<file path="src/rtl/wb_grf_commit.sv">
// wb_grf_commit: W pipeline register, 32x32 GRF with same-cycle write bypass,
// and a 4-deep commit-trace FIFO with sticky overflow plus a retire counter.
module wb_grf_commit (
    input  logic        clk,
    input  logic        reset,
    input  logic        m_valid,
    input  logic [5:0]  m_op,
    input  logic [5:0]  m_fuc,
    input  logic [4:0]  m_a3,
    input  logic [31:0] m_alu,
    input  logic [31:0] m_dm,
    input  logic [31:0] m_pc,
    input  logic        w_en,
    input  logic        w_flush,
    input  logic [4:0]  a1,
    input  logic [4:0]  a2,
    output logic [31:0] rd1,
    output logic [31:0] rd2,
    output logic        fwd_we,
    output logic [4:0]  fwd_a3,
    output logic [31:0] fwd_wd,
    output logic        trace_valid,
    input  logic        trace_ready,
    output logic [31:0] trace_pc,
    output logic [31:0] trace_wd,
    output logic [4:0]  trace_a3,
    output logic        trace_overflow,
    output logic [15:0] retire_cnt
);
    localparam logic [5:0] OP_R     = 6'b000000;
    localparam logic [5:0] OP_ORI   = 6'b001101;
    localparam logic [5:0] OP_LW    = 6'b100011;
    localparam logic [5:0] OP_LUI   = 6'b001111;
    localparam logic [5:0] OP_JAL   = 6'b000011;
    localparam logic [5:0] OP_ADDEI = 6'b110011;
    localparam logic [5:0] FUC_ADD  = 6'b100000;
    localparam logic [5:0] FUC_SUB  = 6'b100010;

    logic        w_valid_q;
    logic [5:0]  w_op_q, w_fuc_q;
    logic [4:0]  w_a3_q;
    logic [31:0] w_alu_q, w_dm_q, w_pc_q;
    logic [31:0] grf_q [32];
    logic [68:0] fifo_q [4];
    logic [1:0]  rd_ptr_q, wr_ptr_q;
    logic [2:0]  cnt_q, cnt_d;
    logic        ovf_q;
    logic [15:0] retire_q, retire_d;
    logic        dec_we, push, pop;

    always_comb begin
        dec_we = (w_op_q == OP_R) ? (w_fuc_q == FUC_ADD || w_fuc_q == FUC_SUB)
                                  : (w_op_q inside {OP_ORI, OP_LW, OP_LUI, OP_JAL, OP_ADDEI});
        fwd_we = w_valid_q && dec_we && (w_a3_q != 5'd0);
        fwd_a3 = w_a3_q;
        fwd_wd = (w_op_q == OP_LW) ? w_dm_q : (w_op_q == OP_JAL) ? w_pc_q + 32'd8 : w_alu_q;
        rd1 = (fwd_we && a1 == fwd_a3) ? fwd_wd : grf_q[a1];
        rd2 = (fwd_we && a2 == fwd_a3) ? fwd_wd : grf_q[a2];
        trace_valid = cnt_q != 3'd0;
        pop = trace_valid && trace_ready;
        // a full FIFO still accepts a push when the head leaves on the same edge
        push = fwd_we && (cnt_q != 3'd4 || pop);
        cnt_d = cnt_q + {2'b00, push} - {2'b00, pop};
        retire_d = (w_valid_q && (w_en || w_flush)) ? retire_q + 16'd1 : retire_q;
        {trace_pc, trace_a3, trace_wd} = fifo_q[rd_ptr_q];
        trace_overflow = ovf_q;
        retire_cnt = retire_q;
    end

    always_ff @(posedge clk) begin
        if (!reset) begin
            w_valid_q <= 1'b0;
            w_op_q    <= '0;
            w_fuc_q   <= '0;
            w_a3_q    <= '0;
            w_alu_q   <= '0;
            w_dm_q    <= '0;
            w_pc_q    <= '0;
            rd_ptr_q  <= '0;
            wr_ptr_q  <= '0;
            cnt_q     <= '0;
            ovf_q     <= 1'b0;
            retire_q  <= '0;
            for (int i = 0; i < 32; i++) grf_q[i] <= '0;
        end else begin
            if (w_flush) begin
                w_valid_q <= 1'b0;
            end else if (w_en) begin
                w_valid_q <= m_valid;
                w_op_q    <= m_op;
                w_fuc_q   <= m_fuc;
                w_a3_q    <= m_a3;
                w_alu_q   <= m_alu;
                w_dm_q    <= m_dm;
                w_pc_q    <= m_pc;
            end
            if (fwd_we) grf_q[fwd_a3] <= fwd_wd;
            if (push) begin
                fifo_q[wr_ptr_q] <= {w_pc_q, fwd_a3, fwd_wd};
                wr_ptr_q <= wr_ptr_q + 2'd1;
            end
            if (pop) rd_ptr_q <= rd_ptr_q + 2'd1;
            if (fwd_we && !push) ovf_q <= 1'b1;
            cnt_q    <= cnt_d;
            retire_q <= retire_d;
        end
    end
endmodule

</file>
<file path="config.mk">
export PLATFORM = sky130hd
export DESIGN_NAME = wb_grf_commit
export DESIGN_NICKNAME = d
export VERILOG_FILES = /design/src/rtl/wb_grf_commit.sv
export SDC_FILE = /design/constraint.sdc
export NUM_CORES = 2
export LEC_CHECK = 0
export CORE_ASPECT_RATIO = 1.75
export CORE_UTILIZATION = 45
export DETAILED_ROUTE_END_ITERATION = 6
export GPL_TIMING_DRIVEN = 0
export HOLD_SLACK_MARGIN = 0.03
export PLACE_DENSITY = 0.72
export SETUP_SLACK_MARGIN = 0.05
export SLEW_MARGIN = 10
export SYNTH_ARGS = -nofsm -noshare
export SYNTH_HDL_FRONTEND = slang
export SYNTH_SLANG_ARGS = --single-unit
</file>
<file path="constraint.sdc">
create_clock -name clk -period 6.35 [get_ports clk]
set_input_delay 0.635 -clock clk [delete_from_list [all_inputs] [get_ports clk]]
set_output_delay 0.635 -clock clk [all_outputs]
set_load 0.02 [all_outputs]
</file>
After elaboration in Yosys (flattened, before gate mapping)
Memory sizes are Yosys's and may differ from the RTL's. A register that Yosys moved wholly into a read port is not among the register bits.
Index checks and enable logic that the tools add are counted.
{"block": "word_totals", "regBits": 138, "ramBits": 1300, "input_bits": 129, "out_inout_bits": 189, "wordCells": 68, "n_memories": 2}
{"block": "op_classes", "add_sub_neg": 6, "n_eq_ne": 10, "muxes": 17, "bitwise": 2, "n_reduce_logical": 19}
{"memory": "grf_q", "words": 32, "width": 32, "rd": 2, "rd_ports_with_merged_regs": 0, "write_ports": 32, "line_no": "43", "source": "logic [31:0] grf_q [32];"}
{"memory": "fifo_q", "words": 4, "width": 69, "rd": 1, "rd_ports_with_merged_regs": 1, "write_ports": 1, "line_no": "44", "source": "logic [68:0] fifo_q [4];"}
{"operator": "two-way mux 32 bit", "count": 5}
{"operator": "adder 32 x 4 -> 32 bit (second input constant)", "count": 1}
{"operator": "OR reduction 32 bit", "count": 1}
{"operator": "equality test 6 bit (second input constant)", "count": 4}
{"operator": "adder 16 x 1 -> 16 bit (second input constant)", "count": 1}
{"operator": "equality test 6 x 4 -> 1 bit (second input constant)", "count": 2}
{"operator": "equality test 5 bit", "count": 2}
{"operator": "nonzero test 5 bit", "count": 2}
{"operator": "two-way mux 1 bit", "count": 9}
{"operator": "logical AND 1 bit", "count": 8}
{"operator": "equality test 6 x 2 -> 1 bit (second input constant)", "count": 1}
{"operator": "logical NOT 6 bit", "count": 1}
{"operator": "two-way mux 5 bit", "count": 1}
{"operator": "adder 2 x 1 -> 2 bit (second input constant)", "count": 2}
{"operator": "two-way mux 2 bit", "count": 2}
{"operator": "adder 3 x 1 -> 3 bit", "count": 1}
{"operator": "logical OR 1 bit", "count": 3}
{"operator": "!= test 3 bit (second input constant)", "count": 1}
{"operator": "nonzero test 3 bit", "count": 1}
{"operator": "subtractor 3 x 1 -> 3 bit", "count": 1}
{"operator": "NOT 1 bit", "count": 2}
{"operator": "AND reduction 2 bit", "count": 1}
{"operator": "OR reduction 2 bit", "count": 1}
{"operator": "logical NOT 1 bit", "count": 1}

Logic depth before layout (Yosys ltp)
{"block": "depth", "word_depth": 10, "ltp_mapped": 15, "ltp_nobuf": 13}

Least setup slack after synthesis
Ideal clock, no wire load.
{"block": "synth_timing", "path_type": "register -> register", "from": "reg w_a3_q[0], in the netlist fwd_a3[0]", "to": "mem fifo_q[0][0] (enable)", "arrival_time_ns": 3.472, "t_required_ns": 5.915, "slack_ns": 2.443, "path_stages_with_launch": 8, "period_less_slack_ns": 3.907, "cell_sequence": "dfxtp_1 > buf_2 > or4_1 > o21ai_0 > a211oi_4 > nor2b_1 > clkbuf_1 > and3_1"}
{"block": "synth_via", "elab_chain_len": 6}
{"item": "start, declared", "line_no": "41", "source": "logic [4:0] w_a3_q;"}
{"item": "start signal, assigned", "line_no": "92", "source": "w_a3_q <= m_a3;"}
{"item": "nonzero test 5 bit", "line_no": "54", "source": "fwd_we = w_valid_q && dec_we && (w_a3_q != 5'd0);"}
{"item": "logical AND 1 bit", "line_no": "54"}
{"item": "net fwd_we", "line_no": "19", "source": "output logic fwd_we,"}
{"item": "logical AND 1 bit", "line_no": "62", "source": "push = fwd_we && (cnt_q != 3'd4 || pop);"}
{"item": "two-way mux 1 bit", "line_no": "98", "source": "if (push) begin"}
{"item": "two-way mux 1 bit", "line_no": "71", "source": "if (!reset) begin"}
{"item": "two-way mux 1 bit (not written as such)", "line_no": "99", "source": "fifo_q[wr_ptr_q] <= {w_pc_q, fwd_a3, fwd_wd};"}
{"item": "end, declared", "line_no": "44"}
The timed path passes the listed nets, and every way through them passes these cells.

Worst setup path in the final report
{"block": "layout_timing", "from": "in a1[1]", "to": "out rd1[3]"}
{"block": "layout_via", "elab_chain_len": 3, "word_cells_on_any_way": 4}
{"item": "start, declared", "line_no": "15", "source": "input logic [4:0] a1,"}
{"item": "parallel branches: the longest is 2 deep, another holds memory (32 x 32 bit)"}
{"item": "two-way mux 32 bit *", "line_no": "57", "source": "rd1 = (fwd_we && a1 == fwd_a3) ? fwd_wd : grf_q[a1];"}
{"item": "end, declared", "line_no": "17", "source": "output logic [31:0] rd1,"}
Every way passes the cells marked *.

==> load_flow_metrics.sql <==
INSERT INTO impl_metrics (metric_group, metric, value, unit) VALUES
('die', 'design.core.area', '151000', 'sq um'),
('timing', 'finalCritPeriodShare', '101', '%'),
('worst_setup_path', 'rr_endpoint', 'grf_q[25][14]', ''),
('power_and_ir_drop', 'total_power', '22.2', 'mW'),
('layout', 'layout-area-overhead-vs-synth', '15.7', '%'),
('place', 'placement.setup.worst_slack', '-0.164', 'ns'),
('timing', 'setup_slack', '-0.0584', 'ns'),
('layout', 'final_layout_size_suffix_gt1_share', '22.4', '%'),
('worst_hold_path', 'hold_path_startpoint', 'm_pc[10]', ''),
('clocking', 'cts_max_level', '3', ''),
('global_routing', 'grt_antenna_before_repair', '21', ''),
('yosys', 'commonest_register_cell_after_synthesis', 'sky130_fd_sc_hd__edfxtp_1', ''),
('timing', 'timing_worst_slew_pin_value', '1.52', 'ns'),
('die', 'design.die.area', '154000', 'sq um'),
('clocking', 'numClockSinks', '1439', ''),
('route', 'routed-via-count', '49181', ''),
('die', 'dieWidth', '297', 'microns'),
('worst_setup_path', 'crit_type', 'in2out', ''),
('yosys', 'synth_top_family_by_area', 'multiplexers', ''),
('die', 'placementRows', '189', ''),
('yosys', 'yosysSeqAreaShare', '61.0', '%'),
('worst_setup_path', 'path_cells', 'buf_2 -> buf_2 -> buf_2 -> buf_1 -> xnor2_1 -> nand4_1 -> buf_4 -> buf_4 -> clkbuf_1 -> nand2_1 -> o21ai_0 -> clkdlybuf4s50_1', ''),
('run', 'max_cap_violations', '4', ''),
('yosys', 'area_of_the_mapped_netlist', '68600', 'sq um'),
('global_routing', 'track_usage', '35.8', '%'),
('place', 'dp_cells', '6946', ''),
('timing', 'max_slew_margin', '-1.47', '%'),
('timing', 'slew_viol_final', '22', ''),
('worst_setup_path', 'critical-path-top-cell-by-count', 'sky130_fd_sc_hd__buf_2', ''),
('status', 'run_status', 'finished, violations left', ''),
('clocking', 'cts_tree', 'done', ''),
('worst_setup_path', 'rr_worst_depth', '8', ''),
('worst_hold_path', 'hold_path_class', 'in2reg', ''),
('worst_setup_path', 'critical-path-max-stage-delay', '0.89', 'ns'),
('place', 'dp_hpwl', '192000', 'microns'),
('yosys', 'synth.yosys.warnings', '0', ''),
('timing', 'setup-tns-final', '-0.0584', 'ns'),
('worst_setup_path', 'reg2reg_from', 'fwd_a3[0]', ''),
('status', 'failing_checks', 'design-rule violations, max-capacitance violations, max-slew violations, negative setup slack', ''),
('yosys', 'share_of_synthesized_cell_area_in_full_adder_half_adder_and_majority_cells', '0.175', '%'),
('worst_setup_path', 'setup.worst_path.start', 'a1[1]', ''),
('global_routing', 'grt_pass1_vias', '49480', ''),
('yosys', 'synth_edf_count', '1300', ''),
('route', 'dr.pass1.iters', '7', ''),
('timing', 'rsz0062_at_grt', 'false', ''),
('yosys', 'async_reset_ff_share', '0', '%'),
('worst_setup_path', 'critical_path.n_buffers_inverters', '8', ''),
('layout', 'layoutNonFillerInstCount', '7196', ''),
('layout', 'fin_nets', '5208', ''),
('worst_setup_path', 'critical_path.startpoint_type', 'primary input', ''),
('timing', 'setup_viol_count_final', '1', ''),
('clocking', 'clock_tree.buffer_depth', '3', ''),
('route', 'ant_nets', '0', ''),
('yosys', 'synth_cell_types', '58', ''),
('yosys', 'synth_cells', '4573', ''),
('clocking', 'insertion_delay', '0.82', 'ns'),
('die', 'die_y', '518', 'microns'),
('timing', 'final_hold_vio_count', '0', ''),
('worst_setup_path', 'critPathRequiredTime', '5.71', 'ns'),
('worst_setup_path', 'critical-path-slowest-cell', 'sky130_fd_sc_hd__clkbuf_1', ''),
('timing', 'finClkSkew', '0.0434', 'ns'),
('die', 'start_util', '45.3', '%'),
('worst_setup_path', 'endpoint_kind', 'output pin', ''),
('route', 'drcViolationCount', '7', ''),
('clocking', 'cts_inserted_buffers', '121', ''),
('layout', 'number_of_fillers_in_the_final_layout', '12525', ''),
('worst_hold_path', 'timing.hold.worst_endpoint', 'w_pc_q[10]', ''),
('yosys', 'synth_xor_area_share', '0.702', '%'),
('die', 'design.portCount', '318', ''),
('worst_setup_path', 'critical_path_peak_fanout', '10', ''),
('timing', 'achievable-frequency', '156', 'MHz');
==> final cells by class <==
class | instances | area (sq um) | share of cell area [%]
multi-input combinational | 2670 | 25300 | 31.8
antenna | 17 | 42.5 | 0.0536
tap | 2005 | 2510 | 3.16
inverter | 45 | 169 | 0.213
clock inverter | 66 | 644 | 0.812
clock buffer | 161 | 3420 | 4.31
sequential | 1439 | 41800 | 52.7
buffer | 450 | 1860 | 2.34
timing repair buffer | 343 | 3630 | 4.58
==> worst register-to-register path: stages (launching register included) <==
cell                       delay (ns)
sky130_fd_sc_hd__dfxtp_1         0.38
sky130_fd_sc_hd__buf_2           0.24
sky130_fd_sc_hd__or4_1           0.51
sky130_fd_sc_hd__o21ai_0         0.46
sky130_fd_sc_hd__a2111o_1        0.30
sky130_fd_sc_hd__nor3b_2         0.16
sky130_fd_sc_hd__nand2_1         0.44
sky130_fd_sc_hd__clkbuf_1        1.10
sky130_fd_sc_hd__nand2_4         0.74
==> sequential cells by signal (all words and copies together) (netlist names), 2 cells and up, named ones only <==
register	cells
w_dm_q	32
wr_ptr_q	2
cnt_q	3
rd_ptr_q	2
grf_q	1024
retire_cnt	16
w_op_q	6
w_fuc_q	5
fwd_a3	5
fifo_q	276
w_pc_q	32
w_alu_q	32
==> kinds of logic after synthesis <==
| group | Yosys count |
|---|---|
| and+or+nand+nor | 1532 |
| DFF | 1439 |
| muxes | 785 |
| buffers and inverters | 495 |
| AOI/OAI and AO/OA | 257 |
| xor gates and xnor gates | 55 |
| adders and majority gates | 9 |
| other | 1 |
==> per-stage QoR <==
step	area, sq um	utilization, %
3_3_place_gp	74300	49.1
2_1_floorplan	68700	-
5_1_grt	79300	52.4
3_5_place_dp	75200	49.7
4_1_cts	79300	52.4
6_report	79400	52.4
==> cells in the mapped netlist, types with 5 or more instances <==
cell | n | area share [%]
sky130_fd_sc_hd__edfxtp_1 | 1300 | 57
sky130_fd_sc_hd__nor2_1 | 1033 | 5.7
sky130_fd_sc_hd__mux4_2 | 690 | 23
sky130_fd_sc_hd__nand2_1 | 375 | 2.1
sky130_fd_sc_hd__clkbuf_1 | 332 | 1.8
sky130_fd_sc_hd__dfxtp_1 | 139 | 4.1
sky130_fd_sc_hd__a21oi_1 | 123 | 0.90
sky130_fd_sc_hd__o21ai_0 | 80 | 0.58
sky130_fd_sc_hd__buf_2 | 72 | 0.53
sky130_fd_sc_hd__mux2_2 | 60 | 0.98
sky130_fd_sc_hd__inv_1 | 44 | 0.24
sky130_fd_sc_hd__buf_1 | 38 | 0.21
sky130_fd_sc_hd__mux2i_1 | 35 | 0.51
sky130_fd_sc_hd__xnor2_1 | 28 | 0.36
sky130_fd_sc_hd__xor2_1 | 27 | 0.34
sky130_fd_sc_hd__and3_1 | 25 | 0.23
sky130_fd_sc_hd__nand3_1 | 22 | 0.16
sky130_fd_sc_hd__a221oi_1 | 21 | 0.27
sky130_fd_sc_hd__nand4_1 | 11 | 0.10
sky130_fd_sc_hd__buf_4 | 8 | 0.088
sky130_fd_sc_hd__ha_1 | 8 | 0.15
sky130_fd_sc_hd__nor3_1 | 8 | 0.058
sky130_fd_sc_hd__and2_1 | 7 | 0.064
sky130_fd_sc_hd__and4_1 | 7 | 0.089
sky130_fd_sc_hd__nand2b_1 | 6 | 0.055
sky130_fd_sc_hd__nor4_1 | 6 | 0.055
sky130_fd_sc_hd__o211ai_1 | 6 | 0.066
sky130_fd_sc_hd__nor2b_1 | 5 | 0.046
sky130_fd_sc_hd__or4_1 | 5 | 0.055
==> how the worst max path moves through the flow <==
stage	end	slack, ns	depth (start not counted)
2_1_floorplan	fifo_q[0][0]	2.44	7
6_report	rd1[3]	-0.06	12
3_3_place_gp	rd1[3]	-0.20	9
5_1_grt	fwd_wd[21]	0.09	9
4_1_cts	rd2[29]	0.07	8
3_5_place_dp	rd1[3]	-0.16	9
==> cell usage in the layout (no fill, tap or decap), types with 28 or more instances in the layout <==
| cell type | count |
|---|---|
| sky130_fd_sc_hd__mux2i_1 | 33 |
| sky130_fd_sc_hd__nand2_1 | 344 |
| sky130_fd_sc_hd__mux2_2 | 60 |
| sky130_fd_sc_hd__xnor2_1 | 28 |
| sky130_fd_sc_hd__clkbuf_2 | 31 |
| sky130_fd_sc_hd__a21oi_1 | 123 |
| sky130_fd_sc_hd__edfxtp_1 | 1300 |
| sky130_fd_sc_hd__nand2_4 | 31 |
| sky130_fd_sc_hd__inv_1 | 44 |
| sky130_fd_sc_hd__conb_1 | 32 |
| sky130_fd_sc_hd__clkbuf_1 | 326 |
| sky130_fd_sc_hd__nor2_1 | 1033 |
| sky130_fd_sc_hd__clkbuf_16 | 129 |
| sky130_fd_sc_hd__dfxtp_1 | 139 |
| sky130_fd_sc_hd__buf_2 | 84 |
| sky130_fd_sc_hd__clkdlybuf4s50_1 | 308 |
| sky130_fd_sc_hd__o21ai_0 | 80 |
| sky130_fd_sc_hd__mux4_2 | 690 |
==> timing repair <==
item	in CTS	in global routing
pin swaps	2	1
hold buffers	0	0
resized for setup	1	1
cloned	0	0
setup buffers	4	2
setup endpoints to repair	7	8
hold endpoints to repair	0	0
==> report_power, final <==
group | switching, mW | total (mW) | internal (mW) | leakage, nW
Combinational | 2.05 | 3.51 | 1.46 | 9.84
Sequential | 0.178 | 10.8 | 10.6 | 14.3
Clock | 3.67 | 7.91 | 4.24 | 2.02
==> layer usage <==
metal	wire (microns)	GRT usage [%]	part of all wire (%)
met5	99	0.0627	0.035
met4	32400	33.7	12
met3	38800	12.8	14
met2	130000	57.4	47
met1	77600	36.2	28
Power figures use the tool's default switching activity.
